--- config.mk ---
export PLATFORM = sky130hd
export DESIGN_NAME = key_event_gen
export DESIGN_NICKNAME = d
export VERILOG_FILES = /design/src/rtl/game_keys_pkg.sv /design/src/rtl/key_fifo.sv /design/src/rtl/key_event_gen.sv
export SDC_FILE = /design/constraint.sdc
export NUM_CORES = 1
export LEC_CHECK = 0
export CAP_MARGIN = 20
export CORE_UTILIZATION = 40
export CTS_BUF_LIST = sky130_fd_sc_hd__clkbuf_16
export DETAILED_ROUTE_END_ITERATION = 8
export GPL_TIMING_DRIVEN = 1
export SYNTH_ARGS = -nofsm -noshare
export SYNTH_HDL_FRONTEND = slang
export SYNTH_HIERARCHICAL = 1
export SYNTH_SLANG_ARGS = --single-unit
--- constraint.sdc ---
create_clock -name Clk -period 6.35 [get_ports Clk]
set_input_delay 1.27 -clock Clk [delete_from_list [all_inputs] [get_ports Clk]]
set_output_delay 1.27 -clock Clk [all_outputs]
set_load 0.01 [all_outputs]
--- src/rtl/game_keys_pkg.sv ---
// Shared key constants and sequencer types for the keyboard front end and the game FSM.
package game_keys_pkg;

    localparam logic [7:0] KEY_NONE    = 8'h00;
    localparam logic [7:0] KEY_ESC     = 8'h29;
    localparam logic [7:0] KEY_SPACE   = 8'h2C;
    localparam logic [7:0] KEY_P1_BOMB = 8'h13;
    localparam logic [7:0] KEY_P2_BOMB = 8'h19;
    localparam logic [7:0] KEY_RESTART = 8'h1F;

    typedef enum logic [1:0] {
        IDLE = 2'd0,
        HOLD = 2'd1,
        GAP  = 2'd2
    } seq_state_t;

    function automatic int max_int(input int a, input int b);
        return (a > b) ? a : b;
    endfunction

endpackage

--- src/rtl/key_fifo.sv ---
// Press-event queue: accepts several pushes per cycle, one pop, and drops pushes that do not fit.
module key_fifo #(
    parameter int FIFO_DEPTH = 4,
    parameter int NUM_SLOTS  = 4
) (
    input  logic                             Clk,
    input  logic                             Reset,
    input  logic [$clog2(NUM_SLOTS+1)-1:0]   push_cnt,
    input  logic [8*NUM_SLOTS-1:0]           push_data,
    input  logic                             pop,
    output logic [7:0]                       head,
    output logic [$clog2(FIFO_DEPTH):0]      count,
    output logic                             drop
);

    localparam int AW = $clog2(FIFO_DEPTH);
    localparam int CW = AW + 1;

    logic [7:0]    mem [FIFO_DEPTH];
    logic [AW-1:0] rd_ptr;
    logic [AW-1:0] wr_ptr;
    logic          pop_ok;
    int            after_pop;
    int            space;
    int            accept;

    // The pop frees its slot before this edge's pushes are sized against the space left.
    always_comb begin
        pop_ok    = pop && (count != '0);
        after_pop = int'(count) - (pop_ok ? 1 : 0);
        space     = FIFO_DEPTH - after_pop;
        accept    = (int'(push_cnt) > space) ? space : int'(push_cnt);
        drop      = int'(push_cnt) > space;
    end

    always_ff @(posedge Clk) begin
        if (Reset) begin
            rd_ptr <= '0;
            wr_ptr <= '0;
            count  <= '0;
        end else begin
            rd_ptr <= rd_ptr + AW'(pop_ok);
            wr_ptr <= wr_ptr + AW'(accept);
            count  <= CW'(after_pop + accept);
        end
    end

    always_ff @(posedge Clk) begin
        for (int j = 0; j < NUM_SLOTS; j++) begin
            if (j < accept) begin
                mem[AW'(int'(wr_ptr) + j)] <= push_data[8*j +: 8];
            end
        end
    end

    assign head = mem[rd_ptr];

endmodule

--- src/rtl/key_event_gen.sv ---
// Turns raw keyboard reports into single, separated keycode press events for the game FSM.
module key_event_gen
    import game_keys_pkg::*;
#(
    parameter int NUM_SLOTS   = 4,
    parameter int FIFO_DEPTH  = 4,
    parameter int HOLD_CYCLES = 2,
    parameter int GAP_CYCLES  = 1
) (
    input  logic                          Clk,
    input  logic                          Reset,
    input  logic                          report_valid,
    input  logic [8*NUM_SLOTS-1:0]        keys_in,
    output logic [7:0]                    keycode,
    output logic                          busy,
    output logic [$clog2(FIFO_DEPTH):0]   fifo_count,
    output logic                          overflow
);

    localparam int PW   = $clog2(NUM_SLOTS + 1);
    localparam int CNTW = $clog2(max_int(HOLD_CYCLES, GAP_CYCLES)) + 1;

    logic [8*NUM_SLOTS-1:0] prev_keys;
    logic [NUM_SLOTS-1:0]   new_mask;
    logic [PW-1:0]          push_cnt;
    logic [8*NUM_SLOTS-1:0] push_data;
    logic                   pop;
    logic [7:0]             fifo_head;
    logic                   fifo_drop;
    logic [7:0]             hold_key;
    seq_state_t             state;
    seq_state_t             state_next;
    logic [CNTW-1:0]        cnt;
    logic [CNTW-1:0]        cnt_next;

    // A slot is new only if the previous report lacked it and no lower slot already claimed it.
    always_comb begin
        new_mask = '0;
        for (int i = 0; i < NUM_SLOTS; i++) begin
            new_mask[i] = report_valid && (keys_in[8*i +: 8] != KEY_NONE);
            for (int j = 0; j < NUM_SLOTS; j++) begin
                if (prev_keys[8*j +: 8] == keys_in[8*i +: 8]) new_mask[i] = 1'b0;
            end
            for (int j = 0; j < i; j++) begin
                if (keys_in[8*j +: 8] == keys_in[8*i +: 8]) new_mask[i] = 1'b0;
            end
        end
    end

    always_comb begin
        push_cnt  = '0;
        push_data = '0;
        for (int i = 0; i < NUM_SLOTS; i++) begin
            if (new_mask[i]) begin
                push_data[8*push_cnt +: 8] = keys_in[8*i +: 8];
                push_cnt = push_cnt + PW'(1);
            end
        end
    end

    key_fifo #(
        .FIFO_DEPTH (FIFO_DEPTH),
        .NUM_SLOTS  (NUM_SLOTS)
    ) u_fifo (
        .Clk       (Clk),
        .Reset     (Reset),
        .push_cnt  (push_cnt),
        .push_data (push_data),
        .pop       (pop),
        .head      (fifo_head),
        .count     (fifo_count),
        .drop      (fifo_drop)
    );

    always_comb begin
        state_next = state;
        cnt_next   = cnt;
        pop        = 1'b0;
        unique case (state)
            IDLE: if (fifo_count != '0) begin
                pop        = 1'b1;
                cnt_next   = CNTW'(HOLD_CYCLES - 1);
                state_next = HOLD;
            end
            HOLD: if (cnt == '0) begin
                cnt_next   = CNTW'(GAP_CYCLES - 1);
                state_next = GAP;
            end else begin
                cnt_next = cnt - CNTW'(1);
            end
            GAP: if (cnt == '0) begin
                state_next = IDLE;
            end else begin
                cnt_next = cnt - CNTW'(1);
            end
            default: state_next = IDLE;
        endcase
    end

    // Outputs are registered from the current state, so they trail the state by one cycle.
    always_ff @(posedge Clk) begin
        if (Reset) begin
            state     <= IDLE;
            cnt       <= '0;
            keycode   <= KEY_NONE;
            busy      <= 1'b0;
            overflow  <= 1'b0;
            prev_keys <= '0;
        end else begin
            state   <= state_next;
            cnt     <= cnt_next;
            keycode <= (state == HOLD) ? hold_key : KEY_NONE;
            busy    <= (state != IDLE);
            if (fifo_drop)    overflow  <= 1'b1;
            if (report_valid) prev_keys <= keys_in;
        end
    end

    always_ff @(posedge Clk) begin
        if (pop) hold_key <= fifo_head;
    end

endmodule

Word-level counts from Yosys, hierarchy flattened
Memories as Yosys holds them, arrays and structs flattened. A register that Yosys moved wholly into a read port is not among the register bits.
Index checks and enable logic that the tools add are counted.
- $add $sub $neg: 15
- order comparisons: 5
- eq/ne operators: 28
- shift-type cells: 6
- muxes and demuxes: 52
- bitwise operators: 1
- reductions and logical operators: 17
- operators with widths (cell ; count):
    $eq A8 B8 Y1 ; 22
    $mux W32 ; 4
    $neg A6 Y34 ; 3
    $shift A8 B34 Y32 const A ; 3
    $shiftx A8 B34 Y32 ; 3
    $bwmux W32 ; 3
    $lt A3 B32 Y1 const A ; 2
    $mux W1 ; 34
    $gt A4 B32 Y1 ; 1
    $lt A1 B32 Y1 const A ; 1
    $lt A2 B32 Y1 const A ; 1
    $reduce_bool A8 Y1 ; 4
    $sub A4 B32 Y32 const A ; 1
    $pmux W2 S3 ; 2
    $mux W2 ; 5
    $add A3 B1 Y3 const B ; 3
    $mux W3 ; 3
    $mux W8 ; 1
    $ne A2 B2 Y1 const B ; 4
    $reduce_and A3 Y1 ; 2
    $reduce_bool A3 Y1 ; 2
    $logic_and A1 B1 Y1 ; 5
    $add A2 B2 Y2 const B ; 2
    $logic_not A2 Y1 ; 2
    other kinds (11) ; 11
- flip-flop bits (word level): 53
- memory bits (writable): 32
- output and inout bits: 13
- word-level logic and storage cells: 134
- memories kept: 1
- memory list (name ; words ; bits a word ; read ports ; clocked after memory_dff ; write ports ; line ; RTL):
    u_fifo.mem ; 4 ; 8 ; 1 ; 1 ; 4 ; key_fifo.sv:19 ; logic [7:0] mem [FIFO_DEPTH];

Longest topological paths before layout
- depth in word-level cells: 18
- mapped depth: 26
- mapped depth without buffers: 25

Cells and area by module
Netlist, hierarchy kept.
- modules (own cells, without submodules) (module ; times used ; cells an instance ; area an instance (um2) ; seq. area each (um2)):
    key_event_gen ; 1 ; 664 ; 5516.5 ; 1161.1
    key_fifo ; 1 ; 266 ; 2961.6 ; 1101.1

Worst setup path before layout
OpenSTA, ideal clock, no wires.
- kind: in2reg
- start point: in keys_in[1]
- end point: mem u_fifo.mem[0][6], data pin
- arrival time: 5.671 ns
- path slack: 0.419 ns
- cell stages on the path: 20
- path buffers: 3
- cells stage by stage: buf_2 > or4_1 > o21ai_1 > a21oi_1 > and4_1 > clkbuf_2 > inv_1 > fa_1 > inv_1 > ha_1 > nand2_1 > o31ai_1 > ha_1 > nand3b_1 > a32oi_1 > a21boi_1 > or3_1 > buf_6 > mux2_4 > a221o_1
- RTL lines (item ; line ; RTL):
    start: declaration ; key_event_gen.sv:13 ; input logic [8*NUM_SLOTS-1:0] keys_in,
    end: declaration ; key_fifo.sv:19 ;

==> results.py <==
metrics = {
    "setup_path": {
        "worstSetupEndpointType": "flop",
        "cp-start-kind": "input port",
        "worst-r2r-setup-slack_ns": 1.38,
        "critical_path.reg2reg.startpoint": "state[0]",
        "crit_path_max_incr_delay_ns": 0.54,
        "cp_cell_sequence": "clkdlybuf4s50_1 > buf_4 > xor2_1 > nor4_1 > nand2_1 > and4_1 > buf_4 > ha_1 > inv_1 > o21bai_1 > ha_1 > nand2_1 > o31ai_1 > ha_1 > nand3_1 > o21ai_0 > or2_2 > nor2_1 > buf_4 > a211oi_2 > o21ai_1 > a222oi_1",
        "cp.arrival_ns": 6.05,
        "crit_start": "keys_in[0]",
        "critical_path_peak_fanout": 18,
        "cpMaxStageDelayCell": "clkdlybuf4s50_1",
        "timing.setup.critical_path_class": "in2reg",
        "r2r_end": "u_fifo/mem[2][4]",
        "required_ns": 6.41,
        "reg2regPathDepth": 19,
    },
    "yosys": {
        "synth.yosys.seq_area_share": 0.267,
        "synth.largest_area_cell": "xor2_1",
        "synthesis.area_um2": 8480,
        "synth_edf_count": 40,
        "warnings_synthesis": 6,
        "post-synth-top-count-cell": "xor2_1",
        "dominantRegCellSynth": "dfxtp_1",
        "postSynthCellCount": 930,
        "synth_cell_type_count": 75,
        "synth_async_sr_flop_share": 0,
        "top_cells_by_instance_count_after_synthesis": "xor2_1 (153), nand2_1 (69), mux2i_1 (66), nor2_1 (58), dfxtp_1 (53)",
        "synth.avg_cell_area_um2": 9.12,
        "post_syn_nets": 990,
        "synth.area.top_cells": "xor2_1 (16%), edfxtp_1 (14%), dfxtp_1 (13%), mux2i_1 (7.8%), ha_1 (3.4%)",
        "synth_largest_type_area_fraction": 0.158,
        "synth_register_bits": 93,
    },
    "clock_network": {
        "clock_insertion_delay_worst_skew_ns": 0.36,
        "cts_tree": "built",
        "clock_path_buffers": 2,
        "post_cts.resized_instances": 0,
        "clock-root-buffer": "clkbuf_16",
        "tritoncts_num_sinks": 93,
        "htreeDepth": 3,
        "clk_pin_slew_ns": 0.08,
        "postCtsSetupBuffers": 0,
        "ctsHoldBuffers": 0,
        "tritoncts.num_buffers": 9,
    },
    "detailed_routing": {
        "wire_per_inst_um": 19.1,
        "dr_total_vias": 7223,
        "initialDrtViolationCount": 627,
        "drt_first_pass_iters": 5,
        "avgViaCountPerCell": 5.71,
        "drt_drc_violations_left": 0,
        "drt.antenna.violating_nets": 0,
        "routed_wirelength_um": 24200,
    },
    "pwr": {
        "vdd.ir_drop.worst_v": 0.000290,
        "power.static_leakage_nw": 4.09,
        "power_dens_cells_nw_per_um2": 518,
    },
    "min_path": {
        "hold_end": "keycode[7]",
        "worst_hold_path_type": "reg2reg",
        "hold_depth": 1,
        "timing.hold.worst.start": "hold_key[7]",
    },
    "grt": {
        "number_of_antenna_violations_at_the_first_check_in_global_routing": 0,
        "grt_pass1_vias": 7090,
        "grt_first_pass_wirelength_um": 39100,
        "grt_start_max_net_pins": 47,
        "total_congestion_overflow": 0,
        "grt_usage": 0.228,
    },
    "die": {
        "die_area_um2": 21800,
        "design.core.area_um2": 20500,
        "initial_utilization": 0.414,
        "die_height_um": 148,
        "floorplan.rows": 52,
        "top_level_ports": 48,
        "die_w_um": 148,
    },
    "cells_and_area": {
        "final_cells": 1265,
        "antenna_cells": 0,
        "flow.area_growth_from_synthesis_pct": 16.2,
        "final_nets": 1050,
        "layout-drive-gt1-share": 0.176,
    },
    "placed_design": {
        "place.port_buffers": 47,
        "hpwl_um": 18500,
        "dp_cells": 1249,
        "gp_routability_congestion": 0.901,
    },
    "job": {
        "max_cap_viol_count": 0,
    },
    "timing": {
        "slew_violations": 0,
        "setup_violations": 0,
        "report.final.hold_viol_count": 0,
        "fin_worst_hold_slack_ns": 0.444,
        "slew_at_the_pin_closest_to_its_max_slew_limit_ns": 0.777,
        "layout_min_cycle_time_ns": 5.99,
        "setup_tns_ns": 0,
        "timing.final.crit_share": 0.944,
        "worst_slew_margin_rel": 0.480,
        "maxClockFrequency_ghz": 0.167,
        "worst_clock_skew_ns": 0.0130,
    },
    "status": {
        "outcome": "finished clean",
    },
}
-- where the power goes --
group | internal, mW | switching, mW | total (mW)
clock network | 0.281 | 0.280 | 0.561
registers | 1.07 | 0.130 | 1.20
logic | 1.53 | 1.81 | 3.34
total | 2.88 | 2.22 | 5.10
-- layout make-up --
class / count / area [um^2]
fill: 1942 / 10600
sequential: 93 / 2260
clock inverter: 7 / 73.8
inverter: 39 / 146
clock buffer: 9 / 225
tap: 270 / 338
timing repair buffer: 141 / 1280
multi-input combinational: 706 / 5530
-- critical path, delay by kind of cell --
| family | cells | cell delay [ns] |
|---|---|---|
| xor gates and xnor gates | 1 | 0.16 |
| and+or+nand+nor | 7 | 1.37 |
| adders and majority gates | 3 | 0.87 |
| buffers and inverters | 5 | 1.24 |
| AOI/OAI and AO/OA | 6 | 1.13 |
-- stage by stage --
step                      total power [mW]  setup WS [ns]  utilization  cell area (um^2)
after floorplan                       3.44          0.419            -              8480
after global placement                4.45        -0.0527        0.466              9550
after detailed placement              4.52         -0.108        0.466              9550
after CTS                             5.10          0.255        0.481              9850
after global routing                  5.47       -0.00685        0.481              9860
final                                 5.10          0.355        0.481              9860
-- worst max path at each step --
stage	end	slack, ns	depth (start not counted)
6_report	u_fifo/mem[2][4]	0.36	22
5_1_grt	u_fifo/count[2]	-0.007	26
4_1_cts	u_fifo/mem[1][1]	0.26	23
3_5_place_dp	u_fifo/mem[1][1]	-0.11	23
3_3_place_gp	u_fifo/mem[1][1]	-0.05	23
2_1_floorplan	u_fifo/mem[0][6]	0.42	20
-- cell families after synthesis --
family                   Yosys count  share of synthesized area
AND/OR/NAND/NOR                  279                      0.176
adder cells (fa/ha/maj)           25                     0.0387
XOR/XNOR                         186                      0.195
AO/OA/AOI/OAI                    132                      0.129
multiplexers                      84                      0.113
buffers and inverters            131                     0.0815
flip-flops                        93                      0.267
-- cells in the final DEF, fill, tap and decap left out, drive strengths merged, types with 6 or more instances in the layout --
master	count
xor2	154
buf	96
nand2	70
mux2i	66
nor2	58
dfxtp	53
nor4	46
clkdlybuf4s50	45
inv	45
edfxtp	40
xnor2	31
ha	23
and2	22
a21oi	20
o21ai	19
nand3	16
o221a	16
nor3	16
a222oi	14
nand4	10
or3	10
mux2	10
a32oi	9
clkbuf	9
a221o	9
a22o	8
mux4	8
or4	7
nor2b	6
-- per-layer routing --
metal	vias to the layer above	track usage	part of all wire
met5	-	0	0
li1	3434	-	-
met3	45	0.0302	0.050
met1	3497	0.300	0.45
met4	0	0.0763	0.022
met2	247	0.383	0.47
-- registers in the layout, indices dropped and copies added, names as in the netlist --
name and cells:
u_fifo/mem 32, prev_keys 32, u_fifo/count 3, busy 1, state 2, cnt 2, hold_key 8, keycode 8
u_fifo/rd_ptr 2, overflow 1, u_fifo/wr_ptr 2
No activity file was read; power rests on OpenSTA's default activity.
